==> src/rtl/wb_result_streamer.sv <==
// Result FIFO fed over valid/ready, drained byte-serially (LSB first) onto GPIO pads
// through a four-phase strobe/ack handshake, with Wishbone CTRL/STATUS/SENT_COUNT registers.
module wb_result_streamer #(
    parameter int         DEPTH    = 4,
    parameter logic [3:0] ADDR_NIB = 4'h3
) (
    input  logic        wb_clk_i,
    input  logic        wb_rst_ni,
    input  logic        wbs_stb_i,
    input  logic        wbs_cyc_i,
    input  logic        wbs_we_i,
    input  logic [3:0]  wbs_sel_i,
    input  logic [31:0] wbs_adr_i,
    input  logic [31:0] wbs_dat_i,
    output logic        wbs_ack_o,
    output logic [31:0] wbs_dat_o,
    input  logic        res_valid_i,
    input  logic [31:0] res_data_i,
    output logic        res_ready_o,
    output logic [7:0]  pad_dat_o,
    output logic        pad_strb_o,
    input  logic        pad_ack_i,
    output logic [8:0]  pad_oeb_o,
    output logic        irq_o
);
    localparam int AW = (DEPTH > 1) ? $clog2(DEPTH) : 1;
    localparam int PW = AW + 1;

    localparam logic [1:0] ST_IDLE    = 2'd0;
    localparam logic [1:0] ST_STROBE  = 2'd1;
    localparam logic [1:0] ST_RELEASE = 2'd2;

    logic        ack_q, ack_d;
    logic [31:0] rdat_q, rdat_d;
    logic        enable_q, enable_d;
    logic        irq_en_q, irq_en_d;
    logic        flush_q, flush_d;
    logic        irq_q;
    logic        ack_meta_q, ack_sync_q;

    logic [PW-1:0] wr_ptr_q, rd_ptr_q;
    logic [PW-1:0] level;
    logic [31:0]   mem_q [DEPTH];
    logic [31:0]   head;
    logic          empty, full, push, pop;

    logic [1:0]  state_q, state_d;
    logic [31:0] shift_q, shift_d;
    logic [1:0]  cnt_q, cnt_d;
    logic        strb_q, strb_d;
    logic [7:0]  pdat_q, pdat_d;
    logic [31:0] sent_q, sent_d;
    logic        busy;

    logic        wb_sel, wb_req, wr_ctrl;
    logic [25:0] word_idx;
    logic [31:0] rd_word;

    // ------------------------------------------------------------ Wishbone
    assign wb_sel   = wbs_cyc_i & wbs_stb_i & (wbs_adr_i[31:28] == ADDR_NIB);
    assign wb_req   = wb_sel & ~ack_q;
    assign word_idx = wbs_adr_i[27:2];
    assign wr_ctrl  = wb_req & wbs_we_i & wbs_sel_i[0] & (word_idx == 26'd4);

    always_comb begin
        rd_word = '0;
        case (word_idx)
            26'd4:   rd_word = {29'd0, irq_en_q, 1'b0, enable_q};
            26'd5:   rd_word = {24'd0, ack_sync_q, busy, full, empty, 4'(level)};
            26'd6:   rd_word = sent_q;
            default: rd_word = '0;
        endcase
    end

    always_comb begin
        ack_d    = wb_req;
        rdat_d   = (wb_req & ~wbs_we_i) ? rd_word : '0;
        enable_d = enable_q;
        irq_en_d = irq_en_q;
        flush_d  = 1'b0;
        if (wr_ctrl) begin
            enable_d = wbs_dat_i[0];
            flush_d  = wbs_dat_i[1];
            irq_en_d = wbs_dat_i[2];
        end
    end

    always_ff @(posedge wb_clk_i or negedge wb_rst_ni) begin
        if (!wb_rst_ni) begin
            ack_q    <= 1'b0;
            rdat_q   <= '0;
            enable_q <= 1'b0;
            irq_en_q <= 1'b0;
            flush_q  <= 1'b0;
            irq_q    <= 1'b0;
        end else begin
            ack_q    <= ack_d;
            rdat_q   <= rdat_d;
            enable_q <= enable_d;
            irq_en_q <= irq_en_d;
            flush_q  <= flush_d;
            irq_q    <= irq_en_q & full;
        end
    end

    // ------------------------------------------------------------ FIFO
    assign level = wr_ptr_q - rd_ptr_q;
    assign empty = (level == '0);
    assign full  = (level == PW'(DEPTH));
    assign push  = res_valid_i & ~full;
    assign head  = mem_q[rd_ptr_q[AW-1:0]];

    // A pending flush wins over push/pop so the push arriving with it is lost.
    always_ff @(posedge wb_clk_i or negedge wb_rst_ni) begin
        if (!wb_rst_ni) begin
            wr_ptr_q <= '0;
            rd_ptr_q <= '0;
        end else if (flush_q) begin
            wr_ptr_q <= '0;
            rd_ptr_q <= '0;
        end else begin
            if (push) wr_ptr_q <= wr_ptr_q + 1'b1;
            if (pop)  rd_ptr_q <= rd_ptr_q + 1'b1;
        end
    end

    always_ff @(posedge wb_clk_i) begin
        if (push & ~flush_q) mem_q[wr_ptr_q[AW-1:0]] <= res_data_i;
    end

    // ------------------------------------------------------------ pad ack synchroniser
    always_ff @(posedge wb_clk_i or negedge wb_rst_ni) begin
        if (!wb_rst_ni) begin
            ack_meta_q <= 1'b0;
            ack_sync_q <= 1'b0;
        end else begin
            ack_meta_q <= pad_ack_i;
            ack_sync_q <= ack_meta_q;
        end
    end

    // ------------------------------------------------------------ serialiser FSM
    always_comb begin
        state_d = state_q;
        shift_d = shift_q;
        cnt_d   = cnt_q;
        strb_d  = strb_q;
        pdat_d  = pdat_q;
        sent_d  = sent_q;
        pop     = 1'b0;
        case (state_q)
            ST_IDLE: begin
                if (enable_q & ~empty) begin
                    pop     = 1'b1;
                    shift_d = head;
                    cnt_d   = 2'd0;
                    strb_d  = 1'b1;
                    pdat_d  = head[7:0];
                    state_d = ST_STROBE;
                end
            end
            ST_STROBE: begin
                if (ack_sync_q) begin
                    strb_d  = 1'b0;
                    state_d = ST_RELEASE;
                end
            end
            ST_RELEASE: begin
                if (!ack_sync_q) begin
                    if (cnt_q == 2'd3) begin
                        sent_d  = sent_q + 32'd1;
                        state_d = ST_IDLE;
                    end else begin
                        shift_d = shift_q >> 8;
                        cnt_d   = cnt_q + 2'd1;
                        pdat_d  = shift_q[15:8];
                        strb_d  = 1'b1;
                        state_d = ST_STROBE;
                    end
                end
            end
            default: state_d = ST_IDLE;
        endcase
    end

    always_ff @(posedge wb_clk_i or negedge wb_rst_ni) begin
        if (!wb_rst_ni) begin
            state_q <= ST_IDLE;
            shift_q <= '0;
            cnt_q   <= '0;
            strb_q  <= 1'b0;
            pdat_q  <= '0;
            sent_q  <= '0;
        end else begin
            state_q <= state_d;
            shift_q <= shift_d;
            cnt_q   <= cnt_d;
            strb_q  <= strb_d;
            pdat_q  <= pdat_d;
            sent_q  <= sent_d;
        end
    end

    assign busy = (state_q != ST_IDLE);

    // ------------------------------------------------------------ outputs
    assign wbs_ack_o   = ack_q;
    assign wbs_dat_o   = rdat_q;
    assign res_ready_o = ~full;
    assign pad_dat_o   = pdat_q;
    assign pad_strb_o  = strb_q;
    assign pad_oeb_o   = {9{~(enable_q | busy)}};
    assign irq_o       = irq_q;

    logic unused_bits;
    assign unused_bits = ^{wbs_dat_i[31:3], wbs_sel_i[3:1], wbs_adr_i[1:0]};

endmodule
==> config.mk <==
export PLATFORM = sky130hd
export DESIGN_NAME = wb_result_streamer
export DESIGN_NICKNAME = d
export VERILOG_FILES = /design/src/rtl/wb_result_streamer.sv
export SDC_FILE = /design/constraint.sdc
export NUM_CORES = 1
export LEC_CHECK = 0
export CORE_MARGIN = 2
export CORE_UTILIZATION = 25
export DETAILED_ROUTE_END_ITERATION = 10
export GPL_TIMING_DRIVEN = 0
export PLACE_DENSITY = 0.55
export SYNTH_ARGS = -nofsm -noshare
export SYNTH_HDL_FRONTEND = slang
export SYNTH_SLANG_ARGS = --single-unit
==> constraint.sdc <==
create_clock -name wb_clk_i -period 10.55 [get_ports wb_clk_i]
set_input_delay 2.11 -clock wb_clk_i [delete_from_list [all_inputs] [get_ports wb_clk_i]]
set_output_delay 2.11 -clock wb_clk_i [all_outputs]
set_load 0.05 [all_outputs]
==> impl_metrics.yaml <==
cts:
  cts.htree.levels: 1
  worst_setup_hold_path_clk_slew_ns: 0.06
  cts_num_sinks: 242
  clock_path_buffers: 3
  cts_tree: "done"
  postCtsHoldBufs: 0
  postCtsSetupRepairBufs: 0
  post_cts_resize_count: 0
  buffer_type_at_the_clock_tree_root: "clkbuf_16"
  numCtsBuffers: 25
  clk-insertion-delay-late_ns: 0.53
placement:
  place_worst_setup_slack_ns: 5.881
  dp_hpwl_mm: 15.21
  place.port_buffers: 125
  routabilityCongestion: 0.7449
die:
  chipWidth_um: 201.8
  fp-row-count: 72
  starting_density_of_the_core_pct: 25.31
  floorplan.io_pins: 160
  core_area_sq_um: 38650
  die_area_sq_um: 40730
  die_height_um: 201.8
sta:
  headroom_to_the_max_slew_limit_pct: 27.75
  setup_viol: 0
  final.setup_skew_ns: 0.008334
  min_period_over_period_pct: 49.08
  hold-worst-slack_ns: 0.3548
  timing.setup.tns_ns: 0
  final-max-slew-violation-count: 0
  shortest_period_the_worst_path_allows_ns: 5.178
  fmax_mhz: 193.1
  setup_ws_ns: 5.372
  worst_pin_slew_ns: 1.075
  unrepaired_setup_endpoints_after_global_routing: "no"
  hold_violations: 0
final_layout:
  multi_input_gate_area_in_the_final_layout_sq_um: 2811
  area_growth_pct: 29.89
  nFillCells: 3800
  sequential_cell_area_sq_um: 6696
  final_layout_size_suffix_gt1_share_pct: 15.87
  top_library_cells_by_usage_in_the_layout_fill_and_taps_aside: "edfxtp_1 (128), clkdlybuf4s50_1 (124), dfrtp_1 (114), nand2_1 (56), and2_1 (33)"
  final_net_count: 916
  final_common_cell: "edfxtp_1"
  antenna_cells_inserted: 0
global_routing:
  grt_pass1_vias: 5675
  grt_usage_pct: 10.41
  grt_max_degree: 66
  grt_first_pass_wirelength_mm: 33.42
  grt_antenna_before_repair: 0
  overflow: 0
synthesis:
  muxShareOfSynthArea_pct: 10.69
  synthesized_flop_and_latch_total: 242
  seq_area_frac_synth_pct: 68.46
  yosys.area_share.adder_pct: 1.228
  synthDistinctLibCells: 44
  ys.flop_type: "edfxtp_1"
  post_synth_xor_area_fraction_pct: 3.607
  netlist_instances: 635
  synth_edf_count: 128
  post_synth_and_or_nand_nor_area_fraction_pct: 9.760
  synth-compound-area-share_pct: 3.249
  synth.yosys.warnings: 0
  ys_async_sr_fraction_pct: 47.11
  netlist_area_sq_um: 9782
  synth_top_family_by_area: "multiplexers"
  syn-num-nets: 751
  synthesis.area_per_instance_sq_um: 15.40
critical_path:
  worst-setup-path-type: "register to output port"
  worstPathRequired_ns: 8.44
  worstSetupStartpointType: "register"
  timing.critical_path.arrival_ns: 3.07
  setup.worst_path.end_class: "output port"
  worst-path-max-fanout: 7
worst_hold_path:
  holdCritPathClass: "register to register"
detailed_routing:
  routed_wl_mm: 21.26
  antenna_violating_nets_post_route: 0
  first_iter_violations: 238
  drt_first_pass_iters: 4
  final_routed_wire_length_divided_by_cell_count_um: 15.90
  avgViaCountPerCell: 4.206
  vias: 5624
  drc_errors: 0
status:
  status: "completed"
pwr:
  peakVddDrop_mv: 0.1088
  power_density_nw_per_um2: 179.9
  p_leak_nw: 4.958
flow_run:
  cap_violations: 0
==> Yosys cell counts, types with 2 or more instances <==
| library cell | number | area [sq um] |
|---|---|---|
| o22ai_1 | 2 | 12.51 |
| nor4b_1 | 3 | 26.28 |
| nand4_1 | 21 | 131.4 |
| nand2b_1 | 4 | 25.02 |
| o31ai_1 | 2 | 15.01 |
| nor2_1 | 12 | 45.04 |
| mux2_2 | 4 | 45.04 |
| mux4_2 | 32 | 720.7 |
| dfrtp_1 | 114 | 2853 |
| and4_1 | 4 | 35.03 |
| buf_2 | 13 | 65.06 |
| a22oi_1 | 3 | 22.52 |
| nor4_1 | 9 | 56.30 |
| nand3_1 | 8 | 40.04 |
| buf_4 | 19 | 142.6 |
| edfxtp_1 | 128 | 3844 |
| nor2b_1 | 2 | 12.51 |
| a21boi_0 | 2 | 15.01 |
| mux2i_1 | 28 | 280.3 |
| nor3_1 | 6 | 30.03 |
| nand2_1 | 56 | 210.2 |
| xnor2_1 | 30 | 262.8 |
| and3_1 | 6 | 37.54 |
| o211ai_1 | 2 | 15.01 |
| o21ai_0 | 15 | 75.07 |
| nor3b_1 | 5 | 37.54 |
| ha_1 | 8 | 100.1 |
| inv_1 | 9 | 33.78 |
| nand4b_1 | 2 | 17.52 |
| o21ai_1 | 24 | 120.1 |
| clkbuf_1 | 13 | 48.80 |
| xor2_1 | 5 | 43.79 |
| and2_1 | 33 | 206.5 |
==> metrics by stage <==
step / utilization (%) / cells / power, mW / area, sq um
after floorplan: - / 635 / 1.283 / 9782
after global placement: 30.23 / 1278 / 1.393 / 11680
after detailed placement: 30.70 / 1291 / 1.416 / 11870
after CTS: 32.88 / 1337 / 2.320 / 12710
after global routing: 32.88 / 1337 / 2.386 / 12710
final: 32.88 / 1337 / 2.286 / 12710
==> power by group <==
part	switching, mW	internal [mW]	leakage, nW	total, mW
combinational	0.145	0.109	1.78	0.254
clock	0.371	0.525	0.420	0.896
sequential	0.0236	1.11	2.76	1.14
total	0.540	1.75	4.96	2.29
==> flip-flops by register name (all words and copies together) (netlist names), 2 cells and up <==
register   flops
rd_ptr_q       3
mem_q        128
cnt_q          2
sent_q        32
wbs_dat_o     32
shift_q       32
wr_ptr_q       3
state_q        2
==> area by class of cell <==
class | count | area share [%]
Buffer | 46 | 2.048
Clock buffer | 26 | 5.121
Clock inverter | 20 | 1.497
Inverter | 9 | 0.2659
Multi-Input combinational cell | 338 | 22.13
Sequential cell | 242 | 52.70
Tap cell | 518 | 5.101
Timing Repair Buffer | 138 | 11.14
==> per-layer routing <==
layer / vias up / routed length [um] / global-route usage (%)
met5: - / 0 / 0
met4: 0 / 301 / 1.864
met1: 2785 / 9892 / 14.43
met3: 29 / 1054 / 2.338
met2: 135 / 10010 / 16.89
li1: 2675 / - / -
==> worst max-delay path, stage by stage (launching register included) <==
cell and delay [ns]:
dfrtp_1 0.37, inv_1 0.11, ha_1 0.22, fa_1 0.54, nand2_1 0.20, nor2_1 0.26
inv_1 0.12, clkdlybuf4s50_1 0.71
==> final timing paths <==
| check | endpoint | depth (start not counted) | slack [ns] | start |
|---|---|---|---|---|
| max | res_ready_o | 7 | 5.37 | wr_ptr_q[0] |
| min | ack_sync_q | 0 | 0.35 | ack_meta_q |
| max reg2reg | mem_q[3][8] | 8 | 7.29 | wr_ptr_q[0] |
| min reg2reg | ack_sync_q | 0 | 0.35 | ack_meta_q |
| max in group asynchronous | shift_q[16] | 2 | 8.33 | wb_rst_ni |
| min in group asynchronous | wbs_dat_o[16] | 1 | 1.52 | wb_rst_ni |
==> cell families (layout without fill, tap and decap cells) <==
family	count (synthesis)	count (layout)
multiplexers	64	64
AO/OA/AOI/OAI	53	53
adder cells (fa/ha/maj)	9	9
XOR/XNOR	37	37
AND/OR/NAND/NOR	175	175
buffers and inverters	55	239
flip-flops	242	242
(Power assumes the default switching activity.)
